<file path="config.mk">
export PLATFORM = sky130hd
export DESIGN_NAME = ccgrcg_resp_misr
export DESIGN_NICKNAME = d
export VERILOG_FILES = /design/src/rtl/ccgrcg_resp_misr.sv
export SDC_FILE = /design/constraint.sdc
export NUM_CORES = 1
export LEC_CHECK = 0
export CORE_MARGIN = 2
export CORE_UTILIZATION = 49
export DETAILED_ROUTE_END_ITERATION = 8
export PLACE_DENSITY = 0.86
export SYNTH_ARGS = -nofsm -noshare
export SYNTH_HDL_FRONTEND = slang
export SYNTH_SLANG_ARGS = --single-unit
</file>
<file path="constraint.sdc">
create_clock -name clk -period 2.55 [get_ports clk]
set_input_delay 0.765 -clock clk [delete_from_list [all_inputs] [get_ports clk]]
set_output_delay 0.765 -clock clk [all_outputs]
set_load 0.05 [all_outputs]
</file>
<file path="src/rtl/ccgrcg_resp_misr.sv">
// Exhaustive pattern driver and MISR response compactor for CCGRCG netlists.
// Walks all 2^IN_W input patterns, folds responses, compares against golden.
module ccgrcg_resp_misr #(
  parameter int               IN_W  = 6,
  parameter int               OUT_W = 19,
  parameter int               SIG_W = 32,
  parameter logic [SIG_W-1:0] POLY  = 32'h04C11DB7,
  parameter logic [SIG_W-1:0] SEED  = 32'hFFFFFFFF,
  parameter int               LAT   = 0
) (
  input  logic             clk,
  input  logic             rst_n,
  input  logic             start_i,
  input  logic [OUT_W-1:0] resp_i,
  input  logic [SIG_W-1:0] expected_i,
  output logic [IN_W-1:0]  pat_o,
  output logic             busy_o,
  output logic             done_o,
  output logic [SIG_W-1:0] sig_o,
  output logic             pass_o
);

  typedef enum logic [1:0] {
    S_IDLE,
    S_RUN,
    S_DRAIN,
    S_DONE
  } state_t;

  localparam int PW = (LAT > 0) ? LAT : 1;
  localparam logic [IN_W:0] LAST = {1'b0, {IN_W{1'b1}}};

  state_t           r_state;
  state_t           w_next;
  logic [IN_W:0]    r_cnt;
  logic [1:0]       r_dcnt;
  logic [PW-1:0]    r_vpipe;
  logic [PW-1:0]    w_vnext;
  logic [IN_W-1:0]  r_pat;
  logic [SIG_W-1:0] r_sig;
  logic             r_pass;
  logic             w_tok;
  logic             w_cap;
  logic             w_last;
  logic             w_drained;
  logic             w_start;
  logic [SIG_W-1:0] w_misr;

  assign w_tok     = (r_state == S_RUN);
  assign w_last    = (r_cnt == LAST);
  assign w_drained = (r_dcnt == 2'(LAT - 1));
  assign w_start   = (r_state == S_IDLE) && start_i;

  // Token pipe mirrors the netlist latency so capture lines up with responses
  if (PW == 1) begin : g_p1
    assign w_vnext = w_tok;
  end else begin : g_pn
    assign w_vnext = {r_vpipe[PW-2:0], w_tok};
  end

  assign w_cap  = (LAT == 0) ? w_tok : r_vpipe[PW-1];
  assign w_misr = {r_sig[SIG_W-2:0], 1'b0}
                ^ (r_sig[SIG_W-1] ? POLY : '0)
                ^ SIG_W'(resp_i);

  always_ff @(posedge clk) begin
    if (!rst_n) r_state <= S_IDLE;
    else        r_state <= w_next;
  end

  always_comb begin
    w_next = r_state;
    unique case (r_state)
      S_IDLE:  if (start_i) w_next = S_RUN;
      S_RUN:   if (w_last) w_next = (LAT == 0) ? S_DONE : S_DRAIN;
      S_DRAIN: if (w_drained) w_next = S_DONE;
      S_DONE:  w_next = S_IDLE;
      default: w_next = S_IDLE;
    endcase
  end

  always_ff @(posedge clk) begin
    if (!rst_n) begin
      r_cnt   <= '0;
      r_dcnt  <= '0;
      r_vpipe <= '0;
      r_pat   <= '0;
      r_sig   <= SEED;
      r_pass  <= 1'b0;
    end else if (w_start) begin
      r_cnt   <= '0;
      r_dcnt  <= '0;
      r_vpipe <= '0;
      r_pat   <= '0;
      r_sig   <= SEED;
      r_pass  <= 1'b0;
    end else begin
      r_vpipe <= w_vnext;
      if (r_state == S_RUN) begin
        r_cnt <= r_cnt + 1'b1;
        if (!w_last) r_pat <= r_cnt[IN_W-1:0] + 1'b1;
      end
      if (r_state == S_DRAIN) r_dcnt <= r_dcnt + 1'b1;
      if (w_cap) r_sig <= w_misr;
      if (r_state == S_DONE) r_pass <= (r_sig == expected_i);
    end
  end

  assign pat_o  = r_pat;
  assign busy_o = (r_state == S_RUN) || (r_state == S_DRAIN);
  assign done_o = (r_state == S_DONE);
  assign sig_o  = r_sig;
  // Verdict is visible in the completion cycle itself, then held
  assign pass_o = (r_state == S_DONE) ? (r_sig == expected_i) : r_pass;

endmodule

</file>
==> run_results.csv, run 1 <==
group,metric,value,unit
placed_design,io_buffers,94,
floorplanning,die_w,77.80,µm
floorplanning,initial_utilization,51.60,%
logic_synthesis,yosysTopAreaCell,"dfxtp_1",
sta,fin_ws,-0.2720,ns
sta,rsz0062_at_grt,"true",
pwr,p_per_area,801.2,nW/µm²
floorplanning,chipHeight,77.80,µm
sta,skew,0.005726,ns
floorplanning,core,5172,µm²
placed_design,gp_routability_congestion,0.7866,
logic_synthesis,async_reset_ff_share,0,%
sta,setup_viol,1,
critical_path,worstSetupPathType,"primary input to output pin",
critical_path,r2r_setup_slack,0.69,ns
route,viasPerCell,4.939,
floorplanning,io_pins,95,
logic_synthesis,yosys_warnings,0,
global_route,gr-usage-all-layers,21.12,%
global_route,grt_pass1_wl,10.23,mm
sta,holdWs,0.4978,ns
logic_synthesis,ys_seq_elements,50,
logic_synthesis,synth_most_common_cell,"nand2_1",
pwr,leakage,1.446,nW
critical_path,path_cells,"buf_6 > xnor2_2 > nand4_1 > nor4_2 > nand4_1 > o22ai_4 > buf_12",
logic_synthesis,synth_flop_cell,"dfxtp_1",
pwr,ir_drop,0.5619,mV
global_route,grt_overflow,0,
logic_synthesis,synth_cells,306,
layout,layout.nets,449,
critical_path,path_max_fanout,2,
sta,hold_viol_final,0,
route,wl_per_cell,13.59,µm
sta,slew_headroom,64.87,%
clocking,cts_num_sinks,50,
logic_synthesis,syn-cell-area,2669,µm²
sta,max_slew.worst_pin.slew,0.5253,ns
layout,stdcell_count,459,
clocking,clkTransAtPathRegs,0.09,ns
outcome,violations,"setup timing",
min_path,hold_start,"r_cnt[6]$_SDFFE_PP0P_",
placed_design,dp.cells,448,
critical_path,arrival,2.06,ns
global_route,antenna_found_initial,0,
clocking,cts_buffers,5,
critical_path,path_buf_inv,2,
clocking,cts_buffer_depth,2,
route,wirelength,6.239,mm
logic_synthesis,syn_avg_cell_area,8.722,µm²
outcome,status,"finished with violations",
clocking,cts_htree_levels,2,
sta,finalCritPeriodShare,110.7,%
clocking,cts_tree,"built",
clocking,cts_root_buf,"clkbuf_8",
sta,fmaxAchievable,0.3544,GHz
sta,min_period,2.822,ns
sta,drv_slew,0,
global_route,grt_max_degree,39,
logic_synthesis,seq_area_frac_synth,37.51,%
min_path,hp-class,"flip-flop to flip-flop",
route,drt_iter0_drc,75,
floorplanning,core.rowCount,26,
critical_path,cp_top_family,"simple AND/OR/NAND/NOR gates",
critical_path,cp_slowest_cell,"nor4_2",
critical_path,crit_top_cell,"nand4_1",
critical_path,start_kind,"primary input",
run,cap_violations,0,
critical_path,slowest_delay,0.36,ns
logic_synthesis,synth_area_leaders,"dfxtp_1, xnor2_1, xor2_1, nand2_1, mux2i_1",
logic_synthesis,syn_nets,367,
layout,drive_gt1_share,14.40,%
critical_path,endpoint_kind,"output pin",
layout,area_delta_synth_final,42.99,%
route,drt.antenna.violating_nets,0,
floorplanning,die_area,6053,µm²
logic_synthesis,synth_common_cells,"nand2_1, dfxtp_1, xnor2_1",
route,drtPass1Iterations,4,
route,vias,2267,
global_route,first_global_vias,2193,
layout,n_antenna_cell,0,
critical_path,r2r-start,"r_state[1]$_SDFFE_PN0P_",
logic_synthesis,synth.distinct_cells,28,
clocking,clk_latency,0.30,ns
critical_path,cp-startpoint,"expected_i[21]",
logic_synthesis,synth_top_area_share,37.51,%
layout,n_fill_cell,354,
critical_path,cp.required,1.79,ns
placed_design,dp_hpwl,4.623,mm
route,drc,0,
logic_synthesis,synth_edf_count,0,
-- worst min-delay path, delay by kind of cell, from the launching register on --
family	cells	cell delay, ns
flip-flops	1	0.33
AO/OA/AOI/OAI	2	0.13
-- where the power goes --
| group | internal, mW | total, mW | switching [mW] |
|---|---|---|---|
| combinational | 0.594 | 1.51 | 0.913 |
| clock | 0.224 | 0.489 | 0.266 |
| sequential | 0.904 | 1.06 | 0.157 |
-- placed cells by master (no fill, tap or decap), types with 2 or more instances in the layout --
master	count
nand3_1	2
a21oi_1	2
buf_4	10
clkbuf_8	6
nor4_2	4
inv_1	5
clkdlybuf4s15_1	4
xor2_1	29
ha_1	6
dfxtp_1	49
a211oi_1	5
mux2i_1	14
xnor2_2	9
dlygate4sd2_1	7
nand4_1	8
o21ai_0	24
nand2_1	59
buf_6	10
or3_1	2
clkdlybuf4s50_1	62
xnor2_1	34
nor2_1	14
buf_2	5
-- worst paths after layout --
kind,to,cells past startpoint
worst max-delay path,pass_o,7
worst min-delay path,r_cnt[6]$_SDFFE_PP0P_,2
worst max register to register,r_cnt[2]$_SDFFE_PP0P_,6
worst min register to register,r_cnt[6]$_SDFFE_PP0P_,2
-- through the flow --
| stage | power [mW] | setup slack (ns) | TNS (ns) | area [µm²] | util [%] |
|---|---|---|---|---|---|
| after global placement | 2.511 | -0.6608 | -0.6608 | 3601 | 69.62 |
| after global routing | 3.237 | -0.3672 | -0.3672 | 3816 | 73.78 |
| final | 3.057 | -0.2720 | -0.2720 | 3816 | 73.78 |
| after CTS | 3.056 | -0.2631 | -0.2631 | 3781 | 73.10 |
| after detailed placement | 2.540 | -0.6901 | -0.6901 | 3601 | 69.62 |
| after floorplan | 2.134 | -0.009773 | -0.009773 | 2684 | - |
-- registers in the layout, summed over array words and instances, names as in the netlist --
signal,flops
r_pass,1
r_state,2
sig_o,32
pat_o,6
r_dcnt,2
r_cnt,7
-- final cells by class --
| cell class | instances | area, µm² | area share, % |
|---|---|---|---|
| clock inverter | 2 | 16.27 | 0.4262 |
| clock buffer | 6 | 82.58 | 2.164 |
| tap | 70 | 87.58 | 2.295 |
| inverter | 5 | 18.77 | 0.4918 |
| timing repair buffer | 101 | 972.2 | 25.48 |
| sequential | 50 | 1002 | 26.26 |
| multi-input combinational | 225 | 1637 | 42.89 |
-- logic make-up after synthesis --
group | count (synthesis) | share of synthesized area, %
AOI/OAI and AO/OA | 36 | 8.487
xor gates and xnor gates | 73 | 23.96
adders and majority gates | 7 | 3.282
buffers and inverters | 31 | 6.189
DFF | 50 | 37.51
muxes | 14 | 5.251
and+or+nand+nor | 95 | 15.33
-- metal layers --
layer,share of wire [%],global-route usage [%]
met4,1.6,5.893
met2,49,35.43
met3,6.5,6.279
met5,0,0
met1,43,26.19
-- repair_timing --
action	in CTS	in global routing
resized for setup	91	7
pin swaps	27	10
hold buffers	0	0
buffers inserted	2	1
endpoints found under the setup margin	1	1
hold endpoints to repair	0	0
Power figures use the tool's default switching activity.
==> run 2, diff against run 1 <==
Settings changed: ABC_CLOCK_PERIOD_IN_PS set to 2550.
==> results of run 2 <==
No change in the layout: final DEF, timing and power equal those of run 1.
==> run 3, diff against run 2 <==
Settings changed: GPL_ROUTABILITY_DRIVEN set to 0.
==> results of run 3 <==
No change in the layout: final DEF, timing and power equal those of run 1.
